[src/rtl/ex_mem_skid_pkg.sv]
// Shared constants and state encoding for the EX->MEM skid stage.
// Also used by the bench for the NOP field values.
package ex_mem_skid_pkg;

   localparam logic       RST_ENABLE   = 1'b1;
   localparam logic [4:0] NOP_REG_ADDR = 5'b00000;
   localparam logic [7:0] EXE_NOP_OP   = 8'b0000_0000;
   localparam logic [2:0] EXE_RES_NOP  = 3'b000;
   localparam logic [31:0] ZERO_WORD   = 32'h0000_0000;

   // The encoding doubles as the occupancy count.
   typedef enum logic [1:0] {
      EMPTY = 2'd0,
      ONE   = 2'd1,
      TWO   = 2'd2
   } state_e;

endpackage

[src/rtl/ex_mem_skid_if.sv]
// EX->MEM handshake bus.
// slave = the pipeline stage, master = the EX/MEM side driving it.
interface ex_mem_skid_if #(
   parameter int WD_W     = 5,
   parameter int DATA_W   = 32,
   parameter int ALUOP_W  = 8,
   parameter int ALUSEL_W = 3,
   parameter int ADDR_W   = 32
);
   logic                in_valid;
   logic                in_ready;
   logic [WD_W-1:0]     ex_wd;
   logic                ex_wreg;
   logic [DATA_W-1:0]   ex_wdata;
   logic [ALUOP_W-1:0]  ex_aluop;
   logic [ALUSEL_W-1:0] ex_alusel;
   logic [ADDR_W-1:0]   ex_ma_addr;

   logic                out_valid;
   logic                out_ready;
   logic [WD_W-1:0]     mem_wd;
   logic                mem_wreg;
   logic [DATA_W-1:0]   mem_wdata;
   logic [ALUOP_W-1:0]  mem_aluop;
   logic [ALUSEL_W-1:0] mem_alusel;
   logic [ADDR_W-1:0]   mem_ma_addr;

   modport slave (
      input  in_valid, ex_wd, ex_wreg, ex_wdata, ex_aluop, ex_alusel, ex_ma_addr, out_ready,
      output in_ready, out_valid, mem_wd, mem_wreg, mem_wdata, mem_aluop, mem_alusel, mem_ma_addr
   );

   modport master (
      output in_valid, ex_wd, ex_wreg, ex_wdata, ex_aluop, ex_alusel, ex_ma_addr, out_ready,
      input  in_ready, out_valid, mem_wd, mem_wreg, mem_wdata, mem_aluop, mem_alusel, mem_ma_addr
   );
endinterface

[src/rtl/ex_mem_skid_pipe_slot.sv]
// Payload register with load enable and synchronous clear (clear wins).
module pipe_slot #(
   parameter int W = 1
) (
   input  logic         clk,
   input  logic         clr_i,
   input  logic         ld_i,
   input  logic [W-1:0] d_i,
   output logic [W-1:0] q_o
);
   logic [W-1:0] slot_q;

   always_ff @(posedge clk) begin
      if (clr_i) slot_q <= '0;
      else if (ld_i) slot_q <= d_i;
   end

   assign q_o = slot_q;
endmodule

[src/rtl/ex_mem_skid.sv]
// EX->MEM stage: valid/ready handshake with a main slot plus one skid slot.
// in_ready/out_valid are pure state decodes, so out_ready never reaches in_ready.
module ex_mem_skid
   import ex_mem_skid_pkg::*;
#(
   parameter int WD_W        = 5,
   parameter int DATA_W      = 32,
   parameter int ALUOP_W     = 8,
   parameter int ALUSEL_W    = 3,
   parameter int ADDR_W      = 32,
   parameter int BUBBLE_ZERO = 1
) (
   input  logic              clk,
   input  logic              rst,
   input  logic              flush,
   ex_mem_skid_if.slave      bus,
   output logic [1:0]        count
);
   localparam int PW = WD_W + 1 + DATA_W + ALUOP_W + ALUSEL_W + ADDR_W;

   state_e          state_q, state_d;
   logic            in_fire, out_fire;
   logic            main_ld, skid_ld, main_from_skid;
   logic            slot_clr;
   logic [PW-1:0]   in_pl, main_d, main_q, skid_q;

   logic [WD_W-1:0]     m_wd;
   logic                m_wreg;
   logic [DATA_W-1:0]   m_wdata;
   logic [ALUOP_W-1:0]  m_aluop;
   logic [ALUSEL_W-1:0] m_alusel;
   logic [ADDR_W-1:0]   m_addr;

   assign bus.in_ready  = (state_q != TWO);
   assign bus.out_valid = (state_q != EMPTY);
   assign count         = state_q;

   assign in_fire  = bus.in_valid & bus.in_ready;
   assign out_fire = bus.out_valid & bus.out_ready;
   assign slot_clr = (rst == RST_ENABLE);

   assign in_pl  = {bus.ex_wd, bus.ex_wreg, bus.ex_wdata, bus.ex_aluop, bus.ex_alusel, bus.ex_ma_addr};
   assign main_d = main_from_skid ? skid_q : in_pl;

   always_ff @(posedge clk) begin
      if (rst == RST_ENABLE) state_q <= EMPTY;
      else                   state_q <= state_d;
   end

   always_comb begin
      state_d        = state_q;
      main_ld        = 1'b0;
      skid_ld        = 1'b0;
      main_from_skid = 1'b0;
      unique case (state_q)
         EMPTY: begin
            if (in_fire) begin
               state_d = ONE;
               main_ld = 1'b1;
            end
         end
         ONE: begin
            if (in_fire && out_fire) begin
               main_ld = 1'b1;
            end else if (out_fire) begin
               state_d = EMPTY;
            end else if (in_fire) begin
               state_d = TWO;
               skid_ld = 1'b1;
            end
         end
         TWO: begin
            if (out_fire) begin
               state_d        = ONE;
               main_ld        = 1'b1;
               main_from_skid = 1'b1;
            end
         end
         default: state_d = EMPTY;
      endcase
      // Flush leaves the slot contents alone so hold-last-value mode keeps showing them.
      if (flush) begin
         state_d = EMPTY;
         main_ld = 1'b0;
         skid_ld = 1'b0;
      end
   end

   pipe_slot #(.W(PW)) u_main (
      .clk   (clk),
      .clr_i (slot_clr),
      .ld_i  (main_ld),
      .d_i   (main_d),
      .q_o   (main_q)
   );

   pipe_slot #(.W(PW)) u_skid (
      .clk   (clk),
      .clr_i (slot_clr),
      .ld_i  (skid_ld),
      .d_i   (in_pl),
      .q_o   (skid_q)
   );

   assign {m_wd, m_wreg, m_wdata, m_aluop, m_alusel, m_addr} = main_q;

   always_comb begin
      bus.mem_wd      = m_wd;
      bus.mem_wreg    = m_wreg & bus.out_valid;
      bus.mem_wdata   = m_wdata;
      bus.mem_aluop   = m_aluop;
      bus.mem_alusel  = m_alusel;
      bus.mem_ma_addr = m_addr;
      if ((BUBBLE_ZERO != 0) && !bus.out_valid) begin
         bus.mem_wd      = WD_W'(NOP_REG_ADDR);
         bus.mem_wdata   = DATA_W'(ZERO_WORD);
         bus.mem_aluop   = ALUOP_W'(EXE_NOP_OP);
         bus.mem_alusel  = ALUSEL_W'(EXE_RES_NOP);
         bus.mem_ma_addr = ADDR_W'(ZERO_WORD);
      end
   end
endmodule

[src/flat_wrapper.sv]
// flat-port wrapper written by rule: the top's interface ports become plain ports
module ex_mem_skid_flat import ex_mem_skid_pkg::*;
#(
   parameter int WD_W        = 5,
   parameter int DATA_W      = 32,
   parameter int ALUOP_W     = 8,
   parameter int ALUSEL_W    = 3,
   parameter int ADDR_W      = 32,
   parameter int BUBBLE_ZERO = 1
)
  (clk, rst, flush, count, bus_in_valid, bus_ex_wd, bus_ex_wreg, bus_ex_wdata, bus_ex_aluop, bus_ex_alusel, bus_ex_ma_addr, bus_out_ready, bus_in_ready, bus_out_valid, bus_mem_wd, bus_mem_wreg, bus_mem_wdata, bus_mem_aluop, bus_mem_alusel, bus_mem_ma_addr);
  ex_mem_skid_if #(.WD_W(WD_W), .DATA_W(DATA_W), .ALUOP_W(ALUOP_W), .ALUSEL_W(ALUSEL_W), .ADDR_W(ADDR_W)) bus_i ();
  input  logic clk;
  input  logic rst;
  input  logic flush;
  output logic [1:0] count;
  input wire logic [$bits(bus_i.in_valid)-1:0] bus_in_valid;
  input wire logic [$bits(bus_i.ex_wd)-1:0] bus_ex_wd;
  input wire logic [$bits(bus_i.ex_wreg)-1:0] bus_ex_wreg;
  input wire logic [$bits(bus_i.ex_wdata)-1:0] bus_ex_wdata;
  input wire logic [$bits(bus_i.ex_aluop)-1:0] bus_ex_aluop;
  input wire logic [$bits(bus_i.ex_alusel)-1:0] bus_ex_alusel;
  input wire logic [$bits(bus_i.ex_ma_addr)-1:0] bus_ex_ma_addr;
  input wire logic [$bits(bus_i.out_ready)-1:0] bus_out_ready;
  output wire logic [$bits(bus_i.in_ready)-1:0] bus_in_ready;
  output wire logic [$bits(bus_i.out_valid)-1:0] bus_out_valid;
  output wire logic [$bits(bus_i.mem_wd)-1:0] bus_mem_wd;
  output wire logic [$bits(bus_i.mem_wreg)-1:0] bus_mem_wreg;
  output wire logic [$bits(bus_i.mem_wdata)-1:0] bus_mem_wdata;
  output wire logic [$bits(bus_i.mem_aluop)-1:0] bus_mem_aluop;
  output wire logic [$bits(bus_i.mem_alusel)-1:0] bus_mem_alusel;
  output wire logic [$bits(bus_i.mem_ma_addr)-1:0] bus_mem_ma_addr;
  assign bus_i.in_valid = bus_in_valid;
  assign bus_i.ex_wd = bus_ex_wd;
  assign bus_i.ex_wreg = bus_ex_wreg;
  assign bus_i.ex_wdata = bus_ex_wdata;
  assign bus_i.ex_aluop = bus_ex_aluop;
  assign bus_i.ex_alusel = bus_ex_alusel;
  assign bus_i.ex_ma_addr = bus_ex_ma_addr;
  assign bus_i.out_ready = bus_out_ready;
  assign bus_in_ready = bus_i.in_ready;
  assign bus_out_valid = bus_i.out_valid;
  assign bus_mem_wd = bus_i.mem_wd;
  assign bus_mem_wreg = bus_i.mem_wreg;
  assign bus_mem_wdata = bus_i.mem_wdata;
  assign bus_mem_aluop = bus_i.mem_aluop;
  assign bus_mem_alusel = bus_i.mem_alusel;
  assign bus_mem_ma_addr = bus_i.mem_ma_addr;
  ex_mem_skid #(.WD_W(WD_W), .DATA_W(DATA_W), .ALUOP_W(ALUOP_W), .ALUSEL_W(ALUSEL_W), .ADDR_W(ADDR_W), .BUBBLE_ZERO(BUBBLE_ZERO)) u_core (.clk(clk), .rst(rst), .flush(flush), .bus(bus_i), .count(count));
endmodule
[config.mk]
export PLATFORM = sky130hd
export DESIGN_NAME = ex_mem_skid_flat
export DESIGN_NICKNAME = d
export VERILOG_FILES = /design/src/rtl/ex_mem_skid_pkg.sv /design/src/rtl/ex_mem_skid_if.sv /design/src/rtl/ex_mem_skid_pipe_slot.sv /design/src/rtl/ex_mem_skid.sv /design/src/flat_wrapper.sv
export SDC_FILE = /design/constraint.sdc
export NUM_CORES = 1
export LEC_CHECK = 0
export BUFFER_PORTS_ARGS = -buffer_cell sky130_fd_sc_hd__buf_2
export CORE_MARGIN = 2
export CORE_UTILIZATION = 40
export DETAILED_ROUTE_END_ITERATION = 12
export GPL_TIMING_DRIVEN = 0
export SYNTH_ARGS = -nofsm -noshare
export SYNTH_HDL_FRONTEND = slang
export SYNTH_SLANG_ARGS = --single-unit
[constraint.sdc]
create_clock -name clk -period 4.1 [get_ports clk]
set_input_delay 0.41 -clock clk [delete_from_list [all_inputs] [get_ports clk]]
set_output_delay 0.41 -clock clk [all_outputs]
set_load 0.02 [all_outputs]
==> results_dict.tcl, run 1 <==
set metrics [dict create \
    clkTransAtPathRegs_ps 70 \
    crit_path_end_kind "primary output" \
    maxCapViolations 0 \
    wirelength_um 26000 \
    dieArea_um2 22500 \
    postCtsResizedCells 0 \
    grt_util_all_layers_pct 23.0 \
    hold_buffers 0 \
    htreeDepth 4 \
    start_kind "flip-flop" \
    die_y_um 150 \
    start_util_pct 40.6 \
    hold_viol 0 \
    timing.fmax_ghz 0.350 \
    row_count 53 \
    viasPerCell 5.72 \
    rrSetupSlack_ps 2250 \
    status "finished, final reports clean" \
    slew_headroom_pct 47.9 \
    drc 0 \
    netlist_instances 874 \
    synth-seq-cells 164 \
    clock_latency_ps 440 \
    path_max_fanout 10 \
    postCtsSetupRepairBufs 0 \
    hold_path_depth 3 \
    yosys.area_share.adder_pct 0 \
    route.antenna.remaining_nets 0 \
    layout_common_cells "buf_2, dfxtp_1, clkbuf_1, and2_1, a311oi_1" \
    gr-total-overflow 0 \
    rsz0062_at_grt "no" \
    timing.final.crit_period_ps 2850 \
    synth_top_family_by_area "compound AO/OA/AOI/OAI gates" \
    yosysUniqueCellTypes 30 \
    grt_pass1_vias 7288 \
    io_pins 171 \
    drive_gt1_share_pct 29.8 \
    min_period_over_period_pct 69.6 \
    critPathRequiredTime_ps 3690 \
    fillCellCount 2005 \
    cts_buffers 17 \
    p_leak_nw 4.28 \
    port_buffers 169 \
    reg2regPathDepth 5 \
    globalplace.congestion 0.791 \
    routedWlPerCell_um 19.2 \
    worstHoldStart "bus_ex_wdata[30]" \
    synth_edf_count 0 \
    slew_violations 0 \
    finalSetupViolCount 0 \
    drt_iter0_markers 562 \
    syn_nets 960 \
    cts_tree "done" \
    grt_first_pass_wirelength_um 40200 \
    synth-simple-area-share_pct 11.7 \
    syn_area_um2 8540 \
    grt_max_degree 17 \
    startpoint "u_core.count[1]" \
    p_per_area_nw_per_um2 378 \
    die_width_um 150 \
    nets 1148 \
    antenna_found_initial 2 \
    hold_ws_ps 229 \
    skew_ps 17.5 \
    synth_area_per_cell_um2 9.78 \
    hp-class "input port to flip-flop" \
    final_common_cell "buf_2" \
    syn_to_final_growth_pct 21.1 \
    dp_hpwl_um 18000 \
    tns_ps 0 \
    arrival_ps 2440 \
    timing.rr.start "u_core.count[0]" \
    synth.area.mux_share_pct 9.49 \
    worst_slew_pin_slew_ps 782 \
    drt_pass1_iterations 5 \
    clock_sinks 164 \
    coreArea_um2 21000 \
    async_flop_share_pct 0 \
    vias 7732 \
    ir_drop_uv 281 \
    synth_compound_area_share_pct 32.6 \
    cts_root_buf "clkbuf_16" \
    synth-xor-area-share_pct 0 \
    yosys_warnings 0 \
    crit_type "flip-flop to primary output" \
    cts_max_path_buffers 2 \
    yosysSeqAreaShare_pct 38.4 \
    synthFlopType "dfxtp_1" \
]
-- worst max-delay path: stages, from the launching register on --
cell      delay [ps]
dfxtp_1          490
or2_1            150
clkbuf_1         480
clkbuf_1         460
and2_1           250
buf_2            180
-- layer usage --
metal | share of wire (%) | track usage [%] | vias up | wire [µm]
li1 | - | - | 3751 | -
met1 | 46 | 32.2 | 3702 | 12000
met2 | 47 | 35.2 | 232 | 12100
met3 | 4.7 | 3.61 | 47 | 1230
met4 | 2.7 | 9.39 | 0 | 704
met5 | 0 | 0 | - | 0
-- final cells by class --
class	instances	area (µm²)	area share, %
tap	275	344	3.32
inverter	1	5.00	0.0484
antenna	2	5.00	0.0484
sequential	164	3280	31.7
buffer	125	663	6.41
clock buffer	22	454	4.39
multi-input combinational	584	4590	44.4
timing repair buffer	169	846	8.17
clock inverter	10	155	1.50
-- stage by stage --
stage,worst slack [ps],util (%),std cells,cell area [µm²],total power (W)
2_1_floorplan,2130,-,874,8540,0.00208
3_3_place_gp,1700,46.3,1318,9730,0.00226
3_5_place_dp,1710,46.3,1318,9730,0.00226
4_1_cts,1240,49.2,1350,10300,0.00393
5_1_grt,1060,49.2,1352,10300,0.00405
6_report,1250,49.2,1352,10300,0.00391
-- where the power goes --
group	internal (W)	total, W	switching, W	leakage (nW)
combinational	0.000207	0.000539	0.000332	2.65
clock	0.00103	0.00168	0.000649	0.294
sequential	0.00166	0.00169	0.0000309	1.34
-- synthesized netlist by cell type (9+ instances only) --
master	instances	area, µm²
and2_1	82	513
nand3_1	81	405
clkbuf_1	78	293
a311oi_1	82	718
buf_12	9	180
buf_2	29	145
a311oi_2	80	1200
o21ai_1	21	105
dfxtp_1	164	3280
mux2i_1	81	811
a21oi_1	81	405
o21ai_0	60	300
-- logic make-up (layout without fill, tap and decap cells) --
family,count (synthesis),count (layout)
multiplexers,81,81
other,0,2
AND/OR/NAND/NOR,174,174
AO/OA/AOI/OAI,329,329
buffers and inverters,126,327
flip-flops,164,164
-- final timing paths --
path / endpoint
max: bus_mem_wd[0]
min: u_core.u_skid.q_o[73]
max reg2reg: u_core.u_skid.q_o[6]
min reg2reg: u_core.u_skid.q_o[32]
-- registers in the layout, summed over array words and instances, names as in the netlist --
register,cells
u_core.u_skid.q_o,81
u_core.count,2
u_core.u_main.q_o,81
Power figures use the tool's default switching activity.
==> inputs of run 2 (changes only) <==
==> constraint.sdc (replaced) <==
create_clock -name clk -period 2.5 [get_ports clk]
set_input_delay 0.25 -clock clk [delete_from_list [all_inputs] [get_ports clk]]
set_output_delay 0.25 -clock clk [all_outputs]
set_load 0.02 [all_outputs]
==> run 2 against run 1 <==
  * Worst setup slack worse by 1100 ps
  * Final area barely moved
  * Sequential power rose by 64%
  * Power is 64% higher
  * Clock power up 64%
  * Critical path type unchanged
  * Register-to-register slack worse by 1600 ps
  * Sequential share of layout area barely moved
  * First-iteration DRC count down 4.1%
  * Final cell count barely moved
==> results_dict.tcl, run 2 (synthesis results as in run 1) <==
set metrics [dict create \
    status "finished, final reports clean" \
    path_max_fanout 10 \
    grt_max_degree 17 \
    globalplace.congestion 0.791 \
    swShare_pct 25.9 \
    finalSetupViolCount 0 \
    port_buffers 169 \
    worst_slew_pin_slew_ps 772 \
    die_y_um 150 \
    dp_hpwl_um 18000 \
    p_leak_nw 4.28 \
    crit_type "flip-flop to primary output" \
    route.antenna.remaining_nets 0 \
    drt_pass1_iterations 6 \
    hp-class "input port to flip-flop" \
    min_period_over_period_pct 93.0 \
    timing.fmax_ghz 0.430 \
    seqPwrFrac_pct 43.2 \
    drc 0 \
    start_kind "flip-flop" \
    nets 1147 \
    crit_path_end_kind "primary output" \
    tns_ps 0 \
    grt_pass1_vias 7285 \
    antenna_found_initial 2 \
    fin_util_pct 49.2 \
    clock_sinks 164 \
    cts_buffers 17 \
    coreArea_um2 21000 \
    slew_violations 0 \
    drive_gt1_share_pct 29.9 \
    fillCellCount 2006 \
    ir_drop_uv 464 \
    wirelength_um 25900 \
    slew_headroom_pct 48.6 \
    postCtsResizedCells 1 \
    postCtsSetupRepairBufs 0 \
    maxCapViolations 0 \
    arrival_ps 2070 \
    dieArea_um2 22500 \
    hold_buffers 0 \
    skew_ps 10.3 \
    final_common_cell "buf_2" \
    io_pins 171 \
    htreeDepth 4 \
    row_count 53 \
    rsz0062_at_grt "no" \
    intPower_w 0.00475 \
    clkTransAtPathRegs_ps 60 \
    reg2regPathDepth 5 \
    p_per_area_nw_per_um2 620 \
    start_util_pct 40.6 \
    clock_latency_ps 440 \
    cts_tree "done" \
    hold_viol 0 \
    cts_root_buf "clkbuf_16" \
    grt_first_pass_wirelength_um 40200 \
    routedWlPerCell_um 19.2 \
    viasPerCell 5.74 \
    die_width_um 150 \
    grt_util_all_layers_pct 23.0 \
    vias 7748 \
    layout_common_cells "buf_2, dfxtp_1, and2_1, a311oi_1" \
    share_comb_of_total_power_pct 13.8 \
    hold_path_depth 3 \
    syn_to_final_growth_pct 21.1 \
    timing.final.crit_period_ps 2320 \
    totalPowerFinal_w 0.00641 \
    critPathRequiredTime_ps 2250 \
    p_clk_share_pct 43.0 \
    p_sw_w 0.00166 \
    gr-total-overflow 0 \
    drt_iter0_markers 539 \
    cts_max_path_buffers 2 \
]
-- run 2: path summary, 6_finish.rpt --
path | slack [ps] | to | start
hold / removal | 70 | u_core.u_skid.q_o[73] | bus_ex_wdata[30]
setup reg to reg | 610 | u_core.u_skid.q_o[6] | u_core.count[0]
setup / recovery | 180 | bus_mem_wreg | u_core.count[1]
hold reg to reg | 470 | u_core.u_skid.q_o[32] | u_core.u_skid.q_o[32]
-- run 2: per-layer routing --
layer	global-route usage, %	wire, µm	up-vias
li1	-	-	3747
met1	32.2	11800	3709
met2	35.2	12100	244
met3	3.61	1300	48
met4	9.39	732	0
met5	0	0	-
-- run 2: worst max-delay path, stage by stage (launching register included) --
cell	delay, ps
dfxtp_1	490
or2_4	280
clkbuf_1	430
and2_1	260
buf_2	180
-- run 2: power groups by stage --
stage / Combinational [W] / Sequential, W / Clock [W]
6_report: 0.000883 / 0.00277 / 0.00276
5_1_grt: 0.000954 / 0.00278 / 0.00291
4_1_cts: 0.000882 / 0.00277 / 0.00280
3_5_place_dp: 0.000879 / 0.00283 / 0
3_3_place_gp: 0.000876 / 0.00283 / 0
2_1_floorplan: 0.000601 / 0.00281 / 0
-- run 2: per-stage QoR --
| stage | instance area, µm² | hold slack [ps] | std cells | setup WS (ps) |
|---|---|---|---|---|
| after floorplan | 8540 | 333 | 874 | 691 |
| after global placement | 9730 | 459 | 1318 | 263 |
| after detailed placement | 9730 | 466 | 1318 | 272 |
| after CTS | 10300 | 67.6 | 1349 | 173 |
| after global routing | 10300 | 66.2 | 1351 | 38.8 |
| final | 10300 | 71.5 | 1351 | 175 |
-- run 2: area by class of cell --
class	instances	area, µm²	share of cell area (%)
inverters	1	5.00	0.0484
diodes	2	5.00	0.0484
plain buffers	124	659	6.37
flip-flops and latches	164	3280	31.7
multi-input cells	584	4600	44.4
clock inverters	10	155	1.50
well taps	275	344	3.33
repair buffers	169	846	8.17
clock buffers	22	454	4.39
